===== config.mk =====
export PLATFORM = sky130hd
export DESIGN_NAME = bram_reinit_ctrl_flat
export DESIGN_NICKNAME = d
export VERILOG_FILES = /design/src/rtl/bram_reinit_pkg.sv /design/src/rtl/bram_reinit_ctrl_if.sv /design/src/rtl/bram_reinit_addr_gen.sv /design/src/rtl/bram_reinit_ctrl.sv /design/src/flat_wrapper.sv
export SDC_FILE = /design/constraint.sdc
export NUM_CORES = 1
export LEC_CHECK = 0
export BUFFER_PORTS_ARGS = -buffer_cell sky130_fd_sc_hd__buf_4
export CORE_MARGIN = 3
export CORE_UTILIZATION = 45
export DETAILED_ROUTE_END_ITERATION = 8
export MAX_ROUTING_LAYER = met4
export PLACE_DENSITY_LB_ADDON = 0.2
export SLEW_MARGIN = 20
export SYNTH_ARGS = -nofsm -noshare
export SYNTH_HDL_FRONTEND = slang
export SYNTH_HIERARCHICAL = 1
export SYNTH_SLANG_ARGS = --single-unit

===== constraint.sdc =====
create_clock -name clk -period 5.3 [get_ports clk]
set_clock_uncertainty 0.05 [all_clocks]
set_input_delay 1.06 -clock clk [delete_from_list [all_inputs] [get_ports clk]]
set_output_delay 1.06 -clock clk [all_outputs]
set_load 0.005 [all_outputs]

===== src/rtl/bram_reinit_pkg.sv =====
// Shared types and default widths for the BRAM reinit controller slice.
package bram_reinit_pkg;

  localparam int DEF_DWID = 8;
  localparam int DEF_AWID = 12;

  typedef enum logic [1:0] {
    ST_IDLE   = 2'd0,
    ST_FILL   = 2'd1,
    ST_VERIFY = 2'd2,
    ST_DONE   = 2'd3
  } reinit_state_t;

endpackage


===== src/rtl/bram_reinit_ctrl_if.sv =====
// User port, reinit stream, status and RAM-side signals of bram_reinit_ctrl.
// verify_err exists only when BRAM_REINIT_VERIFY_EN is defined.
interface bram_reinit_ctrl_if
  import bram_reinit_pkg::*;
#(
  parameter int DWID = DEF_DWID,
  parameter int AWID = DEF_AWID
);

  logic            u_req;
  logic            u_wen;
  logic [AWID-1:0] u_addr;
  logic [DWID-1:0] u_din;
  logic            u_gnt;
  logic            u_rvalid;
  logic [DWID-1:0] u_dout;
  logic            ri_start;
  logic [AWID-1:0] ri_base;
  logic [AWID-1:0] ri_len;
  logic            ri_valid;
  logic [DWID-1:0] ri_data;
  logic            ri_ready;
  logic            ri_abort;
  logic            busy;
  logic            done;
  logic [AWID-1:0] ram_addr;
  logic [DWID-1:0] ram_din;
  logic            ram_wen;
  logic [DWID-1:0] ram_dout;
`ifdef BRAM_REINIT_VERIFY_EN
  logic            verify_err;
`endif

  modport slave (
    input  u_req, u_wen, u_addr, u_din,
    input  ri_start, ri_base, ri_len, ri_valid, ri_data, ri_abort,
    input  ram_dout,
    output u_gnt, u_rvalid, u_dout, ri_ready, busy, done,
    output ram_addr, ram_din, ram_wen
`ifdef BRAM_REINIT_VERIFY_EN
    , output verify_err
`endif
  );

  modport master (
    output u_req, u_wen, u_addr, u_din,
    output ri_start, ri_base, ri_len, ri_valid, ri_data, ri_abort,
    output ram_dout,
    input  u_gnt, u_rvalid, u_dout, ri_ready, busy, done,
    input  ram_addr, ram_din, ram_wen
`ifdef BRAM_REINIT_VERIFY_EN
    , input verify_err
`endif
  );

endinterface


===== src/rtl/bram_reinit_addr_gen.sv =====
// Window address generator: latched base plus beat counter, wrapping modulo 2^AWID.
// at_end is only needed by the read-back pass (BRAM_REINIT_VERIFY_EN).
module bram_reinit_addr_gen
  import bram_reinit_pkg::*;
#(
  parameter int AWID = DEF_AWID
) (
  input  logic            clk,
  input  logic            rst,
  input  logic            load,
  input  logic            clr,
  input  logic            inc,
  input  logic [AWID-1:0] base_in,
  input  logic [AWID-1:0] len_in,
  output logic [AWID-1:0] addr,
  output logic            last
`ifdef BRAM_REINIT_VERIFY_EN
  , output logic          at_end
`endif
);

  logic [AWID-1:0] base_r;
  logic [AWID:0]   len_r;
  logic [AWID:0]   cnt_r;

  // Latch window on load (len 0 means full 2^AWID); clear or advance the beat count
  always_ff @(posedge clk) begin
    if (rst) begin
      base_r <= '0;
      len_r  <= '0;
      cnt_r  <= '0;
    end else if (load) begin
      base_r <= base_in;
      len_r  <= (len_in == '0) ? {1'b1, {AWID{1'b0}}} : {1'b0, len_in};
      cnt_r  <= '0;
    end else if (clr) begin
      cnt_r  <= '0;
    end else if (inc) begin
      cnt_r  <= cnt_r + {{AWID{1'b0}}, 1'b1};
    end
  end

  assign addr = base_r + cnt_r[AWID-1:0];
  assign last = ((cnt_r + {{AWID{1'b0}}, 1'b1}) == len_r);
`ifdef BRAM_REINIT_VERIFY_EN
  assign at_end = (cnt_r == len_r);
`endif

endmodule


===== src/rtl/bram_reinit_ctrl.sv =====
// Single-port BRAM front end arbitrating between a user port and a window reinit engine.
// Optional read-back checksum pass enabled by BRAM_REINIT_VERIFY_EN.
module bram_reinit_ctrl
  import bram_reinit_pkg::*;
#(
  parameter int DWID = DEF_DWID,
  parameter int AWID = DEF_AWID
) (
  input logic               clk,
  input logic               rst,
  bram_reinit_ctrl_if.slave bus
);

  reinit_state_t   state_r;
  reinit_state_t   state_nxt_s;
  logic            u_ok_s;
  logic            fill_wr_s;
  logic            ag_load_s;
  logic            ag_clr_s;
  logic            ag_inc_s;
  logic            ag_last_s;
  logic [AWID-1:0] ag_addr_s;
  logic            rvalid_r;
`ifdef BRAM_REINIT_VERIFY_EN
  logic                 ag_end_s;
  logic                 vrd_s;
  logic                 rd_pend_r;
  logic                 verr_r;
  logic                 cmp_s;
  logic [DWID+AWID-1:0] wsum_r;
  logic [DWID+AWID-1:0] rsum_r;
`endif

  bram_reinit_addr_gen #(.AWID(AWID)) u_addr_gen (
    .clk     (clk),
    .rst     (rst),
    .load    (ag_load_s),
    .clr     (ag_clr_s),
    .inc     (ag_inc_s),
    .base_in (bus.ri_base),
    .len_in  (bus.ri_len),
    .addr    (ag_addr_s),
    .last    (ag_last_s)
`ifdef BRAM_REINIT_VERIFY_EN
    , .at_end (ag_end_s)
`endif
  );

  // Next-state and port-ownership decode
  always_comb begin
    state_nxt_s = state_r;
    u_ok_s      = 1'b0;
    fill_wr_s   = 1'b0;
    ag_load_s   = 1'b0;
    ag_clr_s    = 1'b0;
    ag_inc_s    = 1'b0;
`ifdef BRAM_REINIT_VERIFY_EN
    vrd_s       = 1'b0;
`endif
    case (state_r)
      ST_IDLE: begin
        // reinit start wins over a same-cycle user request
        if (bus.ri_start) begin
          state_nxt_s = ST_FILL;
          ag_load_s   = 1'b1;
        end else begin
          u_ok_s = bus.u_req;
        end
      end
      ST_FILL: begin
        if (bus.ri_abort) begin
          state_nxt_s = ST_IDLE;
        end else if (bus.ri_valid) begin
          fill_wr_s = 1'b1;
          ag_inc_s  = 1'b1;
          if (ag_last_s) begin
`ifdef BRAM_REINIT_VERIFY_EN
            state_nxt_s = ST_VERIFY;
            ag_clr_s    = 1'b1;
`else
            state_nxt_s = ST_DONE;
`endif
          end else begin
            state_nxt_s = ST_FILL;
          end
        end else begin
          state_nxt_s = ST_FILL;
        end
      end
      ST_VERIFY: begin
`ifdef BRAM_REINIT_VERIFY_EN
        if (bus.ri_abort) begin
          state_nxt_s = ST_IDLE;
        end else if (!ag_end_s) begin
          vrd_s    = 1'b1;
          ag_inc_s = 1'b1;
        end else begin
          state_nxt_s = ST_DONE;
        end
`else
        state_nxt_s = ST_IDLE;
`endif
      end
      ST_DONE: state_nxt_s = ST_IDLE;
      default: state_nxt_s = ST_IDLE;
    endcase
  end

  // State register and user read-valid pipeline
  always_ff @(posedge clk) begin
    if (rst) begin
      state_r  <= ST_IDLE;
      rvalid_r <= 1'b0;
    end else begin
      state_r  <= state_nxt_s;
      rvalid_r <= u_ok_s & ~bus.u_wen;
    end
  end

  // RAM-facing strobes are suppressed while rst is high so nothing is written then
  assign bus.u_gnt    = u_ok_s & ~rst;
  assign bus.ram_wen  = ~rst & ((u_ok_s & bus.u_wen) | fill_wr_s);
  assign bus.ram_addr = rst ? '0 : ((state_r == ST_IDLE) ? bus.u_addr : ag_addr_s);
  assign bus.ram_din  = rst ? '0 : ((state_r == ST_IDLE) ? bus.u_din : bus.ri_data);
  assign bus.ri_ready = (state_r == ST_FILL) & ~bus.ri_abort & ~rst;
  assign bus.busy     = (state_r != ST_IDLE);
  assign bus.done     = (state_r == ST_DONE);
  assign bus.u_rvalid = rvalid_r;
  assign bus.u_dout   = rvalid_r ? bus.ram_dout : '0;

`ifdef BRAM_REINIT_VERIFY_EN
  // the last read-back word arrives in the final VERIFY cycle, so fold it in directly
  assign cmp_s = (state_r == ST_VERIFY) & ~bus.ri_abort & ag_end_s;

  // Write/read-back checksums and the sticky mismatch flag
  always_ff @(posedge clk) begin
    if (rst) begin
      wsum_r    <= '0;
      rsum_r    <= '0;
      rd_pend_r <= 1'b0;
      verr_r    <= 1'b0;
    end else begin
      rd_pend_r <= vrd_s;
      if (ag_load_s) begin
        wsum_r <= '0;
        rsum_r <= '0;
        verr_r <= 1'b0;
      end else begin
        if (fill_wr_s) begin
          wsum_r <= wsum_r + {{AWID{1'b0}}, bus.ri_data};
        end
        if (rd_pend_r) begin
          rsum_r <= rsum_r + {{AWID{1'b0}}, bus.ram_dout};
        end
        if (cmp_s) begin
          verr_r <= (wsum_r != (rsum_r + {{AWID{1'b0}}, bus.ram_dout}));
        end
      end
    end
  end

  assign bus.verify_err = verr_r;
`endif

endmodule


===== src/flat_wrapper.sv =====
// flat-port wrapper written by rule: the top's interface ports become plain ports
module bram_reinit_ctrl_flat import bram_reinit_pkg::*;
#(
  parameter int DWID = DEF_DWID,
  parameter int AWID = DEF_AWID
)
  (clk, rst, bus_u_req, bus_u_wen, bus_u_addr, bus_u_din, bus_ri_start, bus_ri_base, bus_ri_len, bus_ri_valid, bus_ri_data, bus_ri_abort, bus_ram_dout, bus_u_gnt, bus_u_rvalid, bus_u_dout, bus_ri_ready, bus_busy, bus_done, bus_ram_addr, bus_ram_din, bus_ram_wen);
  bram_reinit_ctrl_if #(.DWID(DWID), .AWID(AWID)) bus_i ();
  input logic clk;
  input logic rst;
  input wire logic [$bits(bus_i.u_req)-1:0] bus_u_req;
  input wire logic [$bits(bus_i.u_wen)-1:0] bus_u_wen;
  input wire logic [$bits(bus_i.u_addr)-1:0] bus_u_addr;
  input wire logic [$bits(bus_i.u_din)-1:0] bus_u_din;
  input wire logic [$bits(bus_i.ri_start)-1:0] bus_ri_start;
  input wire logic [$bits(bus_i.ri_base)-1:0] bus_ri_base;
  input wire logic [$bits(bus_i.ri_len)-1:0] bus_ri_len;
  input wire logic [$bits(bus_i.ri_valid)-1:0] bus_ri_valid;
  input wire logic [$bits(bus_i.ri_data)-1:0] bus_ri_data;
  input wire logic [$bits(bus_i.ri_abort)-1:0] bus_ri_abort;
  input wire logic [$bits(bus_i.ram_dout)-1:0] bus_ram_dout;
  output wire logic [$bits(bus_i.u_gnt)-1:0] bus_u_gnt;
  output wire logic [$bits(bus_i.u_rvalid)-1:0] bus_u_rvalid;
  output wire logic [$bits(bus_i.u_dout)-1:0] bus_u_dout;
  output wire logic [$bits(bus_i.ri_ready)-1:0] bus_ri_ready;
  output wire logic [$bits(bus_i.busy)-1:0] bus_busy;
  output wire logic [$bits(bus_i.done)-1:0] bus_done;
  output wire logic [$bits(bus_i.ram_addr)-1:0] bus_ram_addr;
  output wire logic [$bits(bus_i.ram_din)-1:0] bus_ram_din;
  output wire logic [$bits(bus_i.ram_wen)-1:0] bus_ram_wen;
  assign bus_i.u_req = bus_u_req;
  assign bus_i.u_wen = bus_u_wen;
  assign bus_i.u_addr = bus_u_addr;
  assign bus_i.u_din = bus_u_din;
  assign bus_i.ri_start = bus_ri_start;
  assign bus_i.ri_base = bus_ri_base;
  assign bus_i.ri_len = bus_ri_len;
  assign bus_i.ri_valid = bus_ri_valid;
  assign bus_i.ri_data = bus_ri_data;
  assign bus_i.ri_abort = bus_ri_abort;
  assign bus_i.ram_dout = bus_ram_dout;
  assign bus_u_gnt = bus_i.u_gnt;
  assign bus_u_rvalid = bus_i.u_rvalid;
  assign bus_u_dout = bus_i.u_dout;
  assign bus_ri_ready = bus_i.ri_ready;
  assign bus_busy = bus_i.busy;
  assign bus_done = bus_i.done;
  assign bus_ram_addr = bus_i.ram_addr;
  assign bus_ram_din = bus_i.ram_din;
  assign bus_ram_wen = bus_i.ram_wen;
  bram_reinit_ctrl #(.DWID(DWID), .AWID(AWID)) u_core (.clk(clk), .rst(rst), .bus(bus_i));
endmodule

# Word level (Yosys, flattened, before mapping)
# Cells that the tools add are included.
# classes
order_cmp	0
shift	0
n_eq_ne	5
n_reduce_logical	5
n_mux	18
n_bitwise	10
multipliers	0
addsub	2
n_div	0
# op_table
operator	n
12-bit two-way mux	2
8-bit two-way mux	3
13-bit by 1-bit adder with 13-bit output (second input constant)	1
13-bit == test	1
13-bit two-way mux	1
12-bit adder	1
12-bit zero test	1
2-bit two-way mux	4
1-bit two-way mux	7
1-bit AND	6
2-bit one-hot mux with 3 select lines	1
2-bit == test (second input constant)	2
2-bit OR reduction	2
1-bit NOT	3
2-bit by 1-bit == test with 1-bit output (second input constant)	1
2-bit zero test	1
2-bit != test (second input constant)	1
2-bit nonzero test	1
1-bit bitwise OR	1
# totals
in_bits	67
mem_count	0
ram_bits	0
mem_bits_ro	0
latchBits	0
elab_cells	45
register_bits	41

# Longest topological paths before layout
# Gate-level depths: netlist of run 1.
# logic_depth
depth_word	6
mapped_depth	9

# Modules after synthesis
# Netlist of run 1, hierarchy kept.
# modules_own_cells
module	n_inst	cells_per_inst	seq_area_each_um2	area_per_inst_um2
bram_reinit_addr_gen	1	266	760.7	2344.7
bram_reinit_ctrl	1	100	60.1	653.1

# Worst setup path before layout of run 1
# Ideal clock, no wire load.
# synth_path
kind	reg-to-output
start	register u_core.u_addr_gen.cnt_r[0]
end	output port bus_ram_addr[10]
t_arrival_ps	2168
path_stages_with_launch	10
setup_slack_ps	2022
path_buffers	0
required_ps	4190
cell_sequence	dfxtp_1 > ha_1 > fa_1 > a21o_1 > a211oi_1 > o21ai_0 > a211o_1 > o211ai_1 > o21ai_0 > a21oi_1
# synth_between
elab_chain_len	3
# synth_lines
element	line	source
start, declared	bram_reinit_addr_gen.sv:24	logic [AWID:0] cnt_r;
start signal, assigned	bram_reinit_addr_gen.sv:39	cnt_r <= cnt_r + {{AWID{1'b0}}, 1'b1};
12-bit adder	bram_reinit_addr_gen.sv:43	assign addr = base_r + cnt_r[AWID-1:0];
net u_core.ag_addr_s[10]	bram_reinit_ctrl.sv:22	logic [AWID-1:0] ag_addr_s;
12-bit two-way mux (2 in series)	bram_reinit_ctrl.sv:123	assign bus.ram_addr = rst ? '0 : ((state_r == ST_IDLE) ? bus.u_addr : ag_addr_s);
end, declared	flat_wrapper.sv:28	output wire logic [$bits(bus_i.ram_addr)-1:0] bus_ram_addr;
# The timed path passes the listed nets, and every way through them passes these cells.

# Worst setup path after layout of run 1
# Ends and elaborated chain as after synthesis.

==> flow_metrics.tcl, run 1 <==
set metrics [dict create \
    drtIter0Drc 130 \
    port_buffers 100 \
    finalSetupViolCount 0 \
    die_area_um2 7680 \
    start_util_pct 46.9 \
    synth_mux_area_share_pct 6.72 \
    final_antenna_net_count 0 \
    htree_levels 2 \
    vias_per_cell 5.45 \
    tightest_slew_ns 0.630 \
    antenna_found_initial 0 \
    period_share_pct 74.5 \
    grt_use_total_pct 20.5 \
    rrSetupSlack_ns 2.62 \
    routed.top_layer "met4" \
    leakage_nw 1.71 \
    max_stage_delay_ns 0.42 \
    synth_seq_cells 41 \
    critPathCaptureType "output pin" \
    clk_latency_ns 0.29 \
    wl_um 7700 \
    yosysSeqAreaShare_pct 27.4 \
    clk_path_buf_depth 2 \
    row_count 29 \
    synthCells 366 \
    grt_pass1_wl_um 12300 \
    holdPathEnd "u_core/u_addr_gen/len_r[12]$_SDFFE_PP0P_" \
    drv_cap 0 \
    drt_pre_antenna_iters 4 \
    drive_gt1_share_pct 27.5 \
    status "complete, no violations" \
    ctsHoldBuffers 0 \
    syn_area_um2 3000 \
    cts_made_buffers 5 \
    p_comb_share_pct 20.5 \
    power_density_nw_per_um2 193 \
    slew_viol_final 0 \
    post-route-min-period_ns 3.95 \
    rsz0062_at_grt "no" \
    final_cells 528 \
    drt-met1-wl_um 3600 \
    synth_top_family_by_area "simple AND/OR/NAND/NOR gates" \
    p_clk_share_pct 34.2 \
    drcViolationCount 0 \
    switchingPower_w 0.000180 \
    swShare_pct 24.2 \
    arrival_ns 2.84 \
    grt_pass1_vias 2647 \
    nFillCells 576 \
    synthToLayoutAreaGrowth_pct 28.9 \
    crit_type "flip-flop to output pin" \
    r2r_cells 8 \
    min_delay_path_depth 2 \
    dp.cells 520 \
    postCtsResizedCells 0 \
    synth_xor_area_share_pct 10.8 \
    yosys_warnings 6 \
    grt_overflow 0 \
    synth-simple-area-share_pct 25.7 \
    synth.avg_cell_area_um2 8.19 \
    wl_met2_um 3570 \
    met3WireLength_um 406 \
    critPathMostFrequentCell "o21ai_0" \
    internal_power_w 0.000565 \
    gp_congestion 0.958 \
    final_hold_viol_count 0 \
    fmax_mhz 253 \
    regArea_um2 823 \
    critPathSlowestCell "fa_1" \
    dp_hpwl_um 5820 \
    cts_setup_buffers 0 \
    clock_sinks 41 \
    multiInputGateArea_um2 2040 \
    cp_cell_sequence "ha_1 > fa_1 > a21o_1 > a211oi_1 > o21ai_0 > a211o_1 > o211ai_1 > o21ai_0 > a21oi_1 > buf_4" \
    cts_tree "yes" \
    crit_path_max_fanout 8 \
    grt_max_degree 48 \
    synth_ff_type "dfxtp_1" \
    path_clk_slew_ns 0.08 \
    power_frac_seq_pct 45.3 \
    min_from "u_core/u_addr_gen/len_r[12]$_SDFFE_PP0P_" \
    ios 101 \
    hold_path_class "flip-flop to flip-flop" \
    synth_fa_ha_area_share_pct 5.68 \
    fp.coreArea_um2 6390 \
    die_h_um 87.6 \
    r2r-start "u_core/u_addr_gen/cnt_r[1]$_SDFFE_PP0P_" \
    synthArstFlopShare_pct 0 \
    critPathRequiredTime_ns 4.19 \
    syn_nets 446 \
    r2r_end "u_core/state_r[1]$_SDFFE_PP0P_" \
    crit_path_start_kind "flip-flop" \
    max_slew_margin_pct 58.0 \
    num_vias 2880 \
    routedWlPerCell_um 14.6 \
    synthDistinctLibCells 54 \
    final_nets 530 \
    die_width_um 87.6 \
    ir_drop_uv 214 \
    diodes 0 \
    synth_edf_count 0 \
    synth-compound-area-share_pct 18.8 \
    tns_ns 0 \
    clockRootBuffer "clkbuf_8" \
]
-- worst max-delay path by stage --
| stage | startpoint | end | depth (start not counted) |
|---|---|---|---|
| final | u_core/u_addr_gen/cnt_r[0]$_SDFFE_PP0P_ | bus_ram_addr[10] | 10 |
| after global routing | u_core/u_addr_gen/cnt_r[0]$_SDFFE_PP0P_ | bus_ram_addr[10] | 10 |
| after CTS | u_core/u_addr_gen/cnt_r[0]$_SDFFE_PP0P_ | bus_ram_addr[10] | 10 |
| after detailed placement | u_core/u_addr_gen/cnt_r[0]$_SDFFE_PP0P_ | bus_ram_addr[10] | 10 |
| after global placement | u_core/u_addr_gen/cnt_r[0]$_SDFFE_PP0P_ | bus_ram_addr[10] | 10 |
| after floorplan | u_core/u_addr_gen/cnt_r[0]$_SDFFE_PP0P_ | bus_ram_addr[10] | 9 |
-- cell type report --
type / count / share of cell area (%)
well taps: 77 / 2.49
flip-flops and latches: 41 / 21.3
clock inverters: 1 / 0.777
multi-input cells: 292 / 52.7
inverters: 9 / 0.874
repair buffers: 101 / 19.6
clock buffers: 7 / 2.23
-- cell families after synthesis --
kind of cell | Yosys count
adder cells (fa/ha/maj) | 13
flip-flops | 41
buffers and inverters | 33
AND/OR/NAND/NOR | 133
multiplexers | 20
XOR/XNOR | 37
AO/OA/AOI/OAI | 88
other | 1
-- placed cells by master, fill, tap and decap left out, types with 10 or more instances in the layout --
master / netlist / final
ha_1: 12 / 12
buf_4: 1 / 101
xnor2_1: 20 / 20
xor2_1: 17 / 17
dfxtp_1: 41 / 39
nor2_1: 40 / 39
a21oi_1: 28 / 28
and2_1: 10 / 10
nand3_1: 11 / 11
or3b_1: 18 / 18
mux2i_1: 19 / 19
o21ai_0: 25 / 25
-- worst max-delay path: cells and delay by family, from the launching register on --
kind	cells	cell delay (ns)
adders and majority gates	2	0.67
DFF	1	0.39
buffers and inverters	1	0.13
AOI/OAI and AO/OA	7	1.34
-- flip-flops by register name, summed over array words and instances, names as in the netlist --
signal / flops
u_core/u_addr_gen/cnt_r: 13
u_core/bus.u_rvalid: 1
u_core/u_addr_gen/len_r: 13
u_core/u_addr_gen/base_r: 12
u_core/state_r: 2
-- metal layers --
layer  global-route usage, %  vias to the layer above
met5                       -                        -
met4                    5.86                        0
met3                    3.86                       14
met2                    33.0                       81
met1                    26.3                     1295
li1                        -                     1490
-- per-stage QoR --
stage               hold slack, ns  util (%)  total power, W  setup slack (ns)  cell area (µm²)
finish                       0.455      60.5        0.000745              1.35             3860
global route                 0.485      60.5        0.000780              1.18             3860
CTS                          0.459      60.5        0.000755              1.34             3860
detailed placement           0.441      58.7        0.000497              1.69             3750
global placement             0.436      58.7        0.000494              1.73             3750
floorplan                    0.417         -        0.000423              2.02             3000
-- synthesized netlist by cell type, types with 2 or more instances --
library cell	n	share of area, %
ha_1	12	5.0
buf_1	5	0.63
or3b_1	18	5.3
a21o_1	3	0.75
o211ai_1	4	1.0
nand3_1	11	1.8
nand2_1	8	1.0
and4_1	2	0.58
o21bai_1	4	1.0
nand2b_1	6	1.3
and3_2	2	0.50
buf_2	5	0.83
nor2b_1	3	0.63
xor2_1	17	5.0
inv_1	9	1.1
or3b_2	2	0.58
clkbuf_1	11	1.4
and2_1	10	2.1
nor2_1	40	5.0
a31oi_1	2	0.42
mux2i_1	19	6.3
nor3_1	8	1.3
o21ai_0	25	4.2
a21oi_1	28	4.7
and3_1	3	0.63
a2111oi_2	2	1.0
xnor2_1	20	5.8
a22o_1	8	2.3
nand4_1	7	1.5
o311ai_0	2	0.58
dfxtp_1	41	27
a211oi_1	4	1.0
nor4_1	4	0.83
-- power by group through the flow --
stage	registers, W	logic (W)	clock network (W)
6_report	0.000338	0.000153	0.000255
5_1_grt	0.000339	0.000167	0.000273
4_1_cts	0.000337	0.000154	0.000264
3_5_place_dp	0.000344	0.000153	0
3_3_place_gp	0.000344	0.000151	0
2_1_floorplan	0.000336	0.0000869	0
Power figures use the tool's default switching activity.
==> run 2, diff against run 1 <==
==> constraint.sdc (replaced) <==
create_clock -name clk -period 4.1 [get_ports clk]
set_clock_uncertainty 0.05 [all_clocks]
set_input_delay 0.82 -clock clk [delete_from_list [all_inputs] [get_ports clk]]
set_output_delay 0.82 -clock clk [all_outputs]
set_load 0.005 [all_outputs]
==> run 2 against run 1 <==
  * Final cell count stayed put
  * First-iteration DRC count is 1.5% higher
  * Wire length is 1.0% higher
  * Non-clock buffer count stayed put
  * Power is 21% higher
  * Flip-flop and latch count stayed put
  * Clock power is 4% higher
  * Final area is 0.68% lower
  * Hold slack better by 0.0061 ns
  * Combinational power is 29% higher
==> flow_metrics.tcl, run 2 (synthesized netlist as in run 1, its figures left out) <==
set metrics [dict create \
    status "complete, no violations" \
    die_h_um 87.6 \
    critPathCaptureType "output pin" \
    die_area_um2 7680 \
    ctsHoldBuffers 0 \
    dp_hpwl_um 6000 \
    fp.coreArea_um2 6390 \
    antenna_found_initial 0 \
    period_share_pct 89.4 \
    slew_viol_final 0 \
    tightest_slew_ns 0.624 \
    wl_um 7780 \
    vias_per_cell 5.47 \
    clk_latency_ns 0.29 \
    critPathRequiredTime_ns 3.23 \
    grt_use_total_pct 21.2 \
    row_count 29 \
    diodes 0 \
    ios 101 \
    clockRootBuffer "clkbuf_8" \
    clock_sinks 41 \
    cts_tree "yes" \
    ir_drop_uv 265 \
    grt_pass1_wl_um 12700 \
    final_nets 530 \
    gp_congestion 0.938 \
    fmax_mhz 273 \
    htree_levels 2 \
    final_common_cell "buf_4" \
    cts_made_buffers 5 \
    max_slew_margin_pct 58.4 \
    synthToLayoutAreaGrowth_pct 28.0 \
    power_density_nw_per_um2 234 \
    die_width_um 87.6 \
    multiInputGateArea_um2 2040 \
    crit_path_start_kind "flip-flop" \
    start_util_pct 46.9 \
    finalSetupViolCount 0 \
    arrival_ns 2.80 \
    rsz0062_at_grt "no" \
    placed_area_um2 3750 \
    port_buffers 100 \
    dp.cells 520 \
    crit_path_max_fanout 8 \
    drcViolationCount 0 \
    cts_setup_buffers 0 \
    rrSetupSlack_ns 1.39 \
    crit_type "flip-flop to output pin" \
    path_clk_slew_ns 0.08 \
    mostFrequentLayoutCells "101 x buf_4, 39 x nor2_1, 39 x dfxtp_1, 28 x a21oi_1, 25 x o21ai_0" \
    drtIter0Drc 132 \
    leakage_nw 1.69 \
    num_vias 2886 \
    grt_overflow 0 \
    regArea_um2 823 \
    tns_ns 0 \
    drt_pre_antenna_iters 4 \
    postCtsResizedCells 0 \
    largestRegisters "u_core/u_addr_gen/cnt_r x13, u_core/u_addr_gen/len_r x13, u_core/u_addr_gen/base_r x12" \
    drive_gt1_share_pct 27.7 \
    final_cells 528 \
    drv_cap 0 \
    final_area_um2 3840 \
    hold_path_class "flip-flop to flip-flop" \
    final_antenna_net_count 0 \
    grt_max_degree 48 \
    routedWlPerCell_um 14.7 \
    post-route-min-period_ns 3.67 \
    nFillCells 589 \
    final_hold_viol_count 0 \
    clk_path_buf_depth 2 \
    grt_pass1_vias 2778 \
]
run 2: changes by cell type in the layout (fill, tap and decap cells not counted):
cell,previous run,this run
clkinv_2,0,1
bufinv_16,1,0
clkbuf_8,6,5
clkbuf_1,1,0
clkinvlp_4,0,1
inv_6,0,1
run 2: path summary, 6_finish.rpt:
| kind | cells past startpoint | start | end |
|---|---|---|---|
| worst max-delay path | 10 | u_core/u_addr_gen/cnt_r[0]$_SDFFE_PP0P_ | bus_ram_addr[10] |
| worst min-delay path | 2 | u_core/u_addr_gen/base_r[10]$_SDFFE_PP0P_ | u_core/u_addr_gen/base_r[10]$_SDFFE_PP0P_ |
| worst max register to register | 8 | u_core/u_addr_gen/cnt_r[1]$_SDFFE_PP0P_ | u_core/state_r[1]$_SDFFE_PP0P_ |
| worst min register to register | 2 | u_core/u_addr_gen/base_r[10]$_SDFFE_PP0P_ | u_core/u_addr_gen/base_r[10]$_SDFFE_PP0P_ |
run 2: worst max-delay path: stages (launching register included):
cell and delay [ns]:
dfxtp_1 0.39, ha_1 0.25, fa_1 0.42, a21o_1 0.21, a211oi_1 0.29, o21ai_0 0.15, a211o_1 0.27, o211ai_1 0.08
o21ai_0 0.12, a21oi_1 0.18, buf_4 0.13
run 2: cell type report:
cell class,count,share of cell area (%)
sequential,41,21.4
clock inverter,3,0.554
timing repair buffer,101,19.8
inverter,9,0.880
multi-input combinational,292,53.1
tap,77,2.51
clock buffer,5,1.79
run 2: report_power, final:
group          switching, W  total, W  internal (W)
combinational     0.0000810  0.000197      0.000116
clock              0.000146  0.000266      0.000121
sequential        0.0000210  0.000436      0.000415
run 2: routing by layer:
metal  up-vias  track usage, %  share of wire [%]
met4         0            4.32                1.1
li1       1485               -                  -
met1      1294            26.3                 45
met3        10            4.99                6.0
met2        97            35.1                 48
met5         -               -                  0
run 2: per-stage QoR:
stage / hold WS [ns] / total power, W / setup WS (ns) / utilization, %
after global routing: 0.479 / 0.000950 / 0.240 / 60.1
after detailed placement: 0.445 / 0.000643 / 0.755 / 58.7
after floorplan: 0.417 / 0.000547 / 1.06 / -
after CTS: 0.468 / 0.000908 / 0.401 / 60.1
after global placement: 0.434 / 0.000639 / 0.758 / 58.7
final: 0.461 / 0.000900 / 0.435 / 60.1
==> run 3, diff against run 2 <==
--- a/config.mk
+++ b/config.mk
@@ -5,7 +5,7 @@
 export SDC_FILE = /design/constraint.sdc
 export NUM_CORES = 1
 export LEC_CHECK = 0
-export BUFFER_PORTS_ARGS = -buffer_cell sky130_fd_sc_hd__buf_4
+export BUFFER_PORTS_ARGS = -buffer_cell sky130_fd_sc_hd__buf_2
 export CORE_MARGIN = 3
 export CORE_UTILIZATION = 45
 export DETAILED_ROUTE_END_ITERATION = 8
==> constraint.sdc (replaced) <==
create_clock -name clk -period 4.1 [get_ports clk]
set_clock_uncertainty 0.05 [all_clocks]
set_input_delay 0.205 -clock clk [delete_from_list [all_inputs] [get_ports clk]]
set_output_delay 0.205 -clock clk [all_outputs]
set_load 0.005 [all_outputs]
==> run 3 against run 2 <==
  * Combinational power fell by 14%
  * Sequential share of layout area rose by 1.5 points
  * Register-to-register slack improved by 0.03 ns
  * Die area did not move
  * Flip-flop and latch count did not move
  * Clock-buffer cell count did not move
  * Final area fell by 6.6%
  * Largest cell class unchanged
  * Via count rose by 0.14%
  * Largest power group unchanged
  * Critical path type unchanged
  * Utilization fell by 4.0 points
==> flow_metrics.tcl, run 3 (synthesized netlist as in run 1, its figures left out) <==
set metrics [dict create \
    status "complete, no violations" \
    clock_sinks 41 \
    ctsHoldBuffers 0 \
    diodes 0 \
    grt_pass1_wl_um 12300 \
    critPathMostFrequentCell "o21ai_0" \
    whs_ns 0.0332 \
    tns_ns 0 \
    crit_type "flip-flop to output pin" \
    cts_made_buffers 5 \
    fp.coreArea_um2 6390 \
    largestRegisters "u_core/u_addr_gen/cnt_r x13, u_core/u_addr_gen/len_r x13, u_core/u_addr_gen/base_r x12" \
    die_h_um 87.6 \
    internal_power_w 0.000623 \
    critical_path_buf_inv_count 1 \
    antenna_found_initial 0 \
    die_area_um2 7680 \
    post-route-min-period_ns 3.05 \
    slew_viol_final 0 \
    vias_per_cell 5.47 \
    grt_pass1_vias 2664 \
    postCtsResizedCells 0 \
    finalSetupViolCount 0 \
    final_antenna_net_count 0 \
    p_clk_share_pct 29.9 \
    period_share_pct 74.5 \
    drtIter0Drc 167 \
    p_comb_share_pct 19.6 \
    crit_path_start_kind "flip-flop" \
    cp_cell_sequence "ha_1 > fa_1 > a21o_1 > a211oi_1 > o21ai_0 > a211o_1 > o211ai_1 > o21ai_0 > a21oi_1 > buf_2" \
    row_count 29 \
    met1_usage_pct 25.5 \
    grt_most_used_layer "met2" \
    max_slew_margin_pct 45.7 \
    leakage_nw 1.63 \
    clk_latency_ns 0.29 \
    tightest_slew_ns 0.814 \
    critPathRequiredTime_ns 3.85 \
    layout_setup_ws_ns 1.05 \
    path_clk_slew_ns 0.08 \
    ios 101 \
    num_vias 2890 \
    port_buffers 100 \
    mostFrequentLayoutCells "100 x buf_2, 39 x nor2_1, 39 x dfxtp_1, 28 x a21oi_1, 25 x o21ai_0" \
    cts_setup_buffers 0 \
    hold_path_class "primary input to flip-flop" \
    critPathCaptureType "output pin" \
    ir_drop_uv 184 \
    wl_um 7400 \
    drt_pre_antenna_iters 4 \
    rrSetupSlack_ns 1.42 \
    die_width_um 87.6 \
    htree_levels 2 \
    final_cells 528 \
    dp_slack_ns 1.35 \
    start_util_pct 46.9 \
    drive_gt1_share_pct 27.7 \
    met3_usage_pct 4.33 \
    final_common_cell "buf_2" \
    clockRootBuffer "clkbuf_8" \
    gp_congestion 0.882 \
    synthToLayoutAreaGrowth_pct 19.6 \
    dp_hpwl_um 5750 \
    power_density_nw_per_um2 240 \
    drcViolationCount 0 \
    grt_max_degree 48 \
    final_hold_viol_count 0 \
    arrival_ns 2.80 \
    power_frac_seq_pct 50.5 \
    drv_cap 0 \
    clk_path_buf_depth 2 \
    final_nets 530 \
    swShare_pct 27.7 \
    dp.cells 520 \
    crit_family "compound AO/OA/AOI/OAI gates" \
    globalRouteMet2Util_pct 34.2 \
    grt_use_total_pct 20.7 \
    critPathSlowestCell "fa_1" \
    rsz0062_at_grt "no" \
    crit_path_max_fanout 8 \
    switchingPower_w 0.000239 \
    cts_tree "yes" \
    fmax_mhz 327 \
    max_stage_delay_ns 0.42 \
    grt_overflow 0 \
    p_total_w 0.000862 \
    routedWlPerCell_um 14.0 \
]
==> run 3: changes by cell type in the layout (fill, tap and decap cells not counted) <==
| cell | before | now |
|---|---|---|
| buf_2 | 0 | 100 |
| buf_4 | 101 | 1 |
| clkinv_2 | 1 | 2 |
| inv_6 | 1 | 0 |
==> run 3: cell type report <==
class | instances | area, µm²
Multi-Input combinational cell | 292 | 2040
Clock inverter | 3 | 17.5
Tap cell | 77 | 96.3
Inverter | 9 | 33.8
Clock buffer | 5 | 68.8
Sequential cell | 41 | 823
Fill cell | 628 | 2800
Timing Repair Buffer | 101 | 508
==> run 3: final timing paths <==
check / cells past startpoint / from / endpoint
max: 10 / u_core/u_addr_gen/cnt_r[0]$_SDFFE_PP0P_ / bus_ram_addr[10]
min: 2 / bus_u_wen / u_core/bus.u_rvalid$_SDFF_PP0_
max reg2reg: 8 / u_core/u_addr_gen/cnt_r[1]$_SDFFE_PP0P_ / u_core/state_r[1]$_SDFFE_PP0P_
min reg2reg: 2 / u_core/u_addr_gen/base_r[9]$_SDFFE_PP0P_ / u_core/u_addr_gen/base_r[9]$_SDFFE_PP0P_
==> run 3: routing by layer <==
metal	vias to the layer above	wire length, µm
met5	-	0
met4	0	93
met3	10	496
met2	92	3530
met1	1300	3290
li1	1488	-
==> run 3: power groups by stage <==
stage                     logic [W]  registers, W  clock network [W]
after floorplan            0.000112      0.000434                  0
after global placement     0.000166      0.000444                  0
after detailed placement   0.000170      0.000445                  0
after CTS                  0.000171      0.000436           0.000267
after global routing       0.000189      0.000439           0.000280
final                      0.000169      0.000436           0.000257
==> run 3: stage by stage <==
stage	instance area [µm²]	util (%)
final	3580	56.1
after global routing	3580	56.1
after CTS	3580	56.1
after detailed placement	3500	54.7
after global placement	3500	54.7
after floorplan	3000	-
==> run 3: worst register-to-register path, cell delays in order (launching register included) <==
cell and delay, ns:
dfxtp_1 0.52, ha_1 0.29, and4_1 0.32, mux2i_1 0.12, a2111oi_2 0.36, o211ai_1 0.17
a2111oi_2 0.39, inv_1 0.10, nor4b_1 0.26
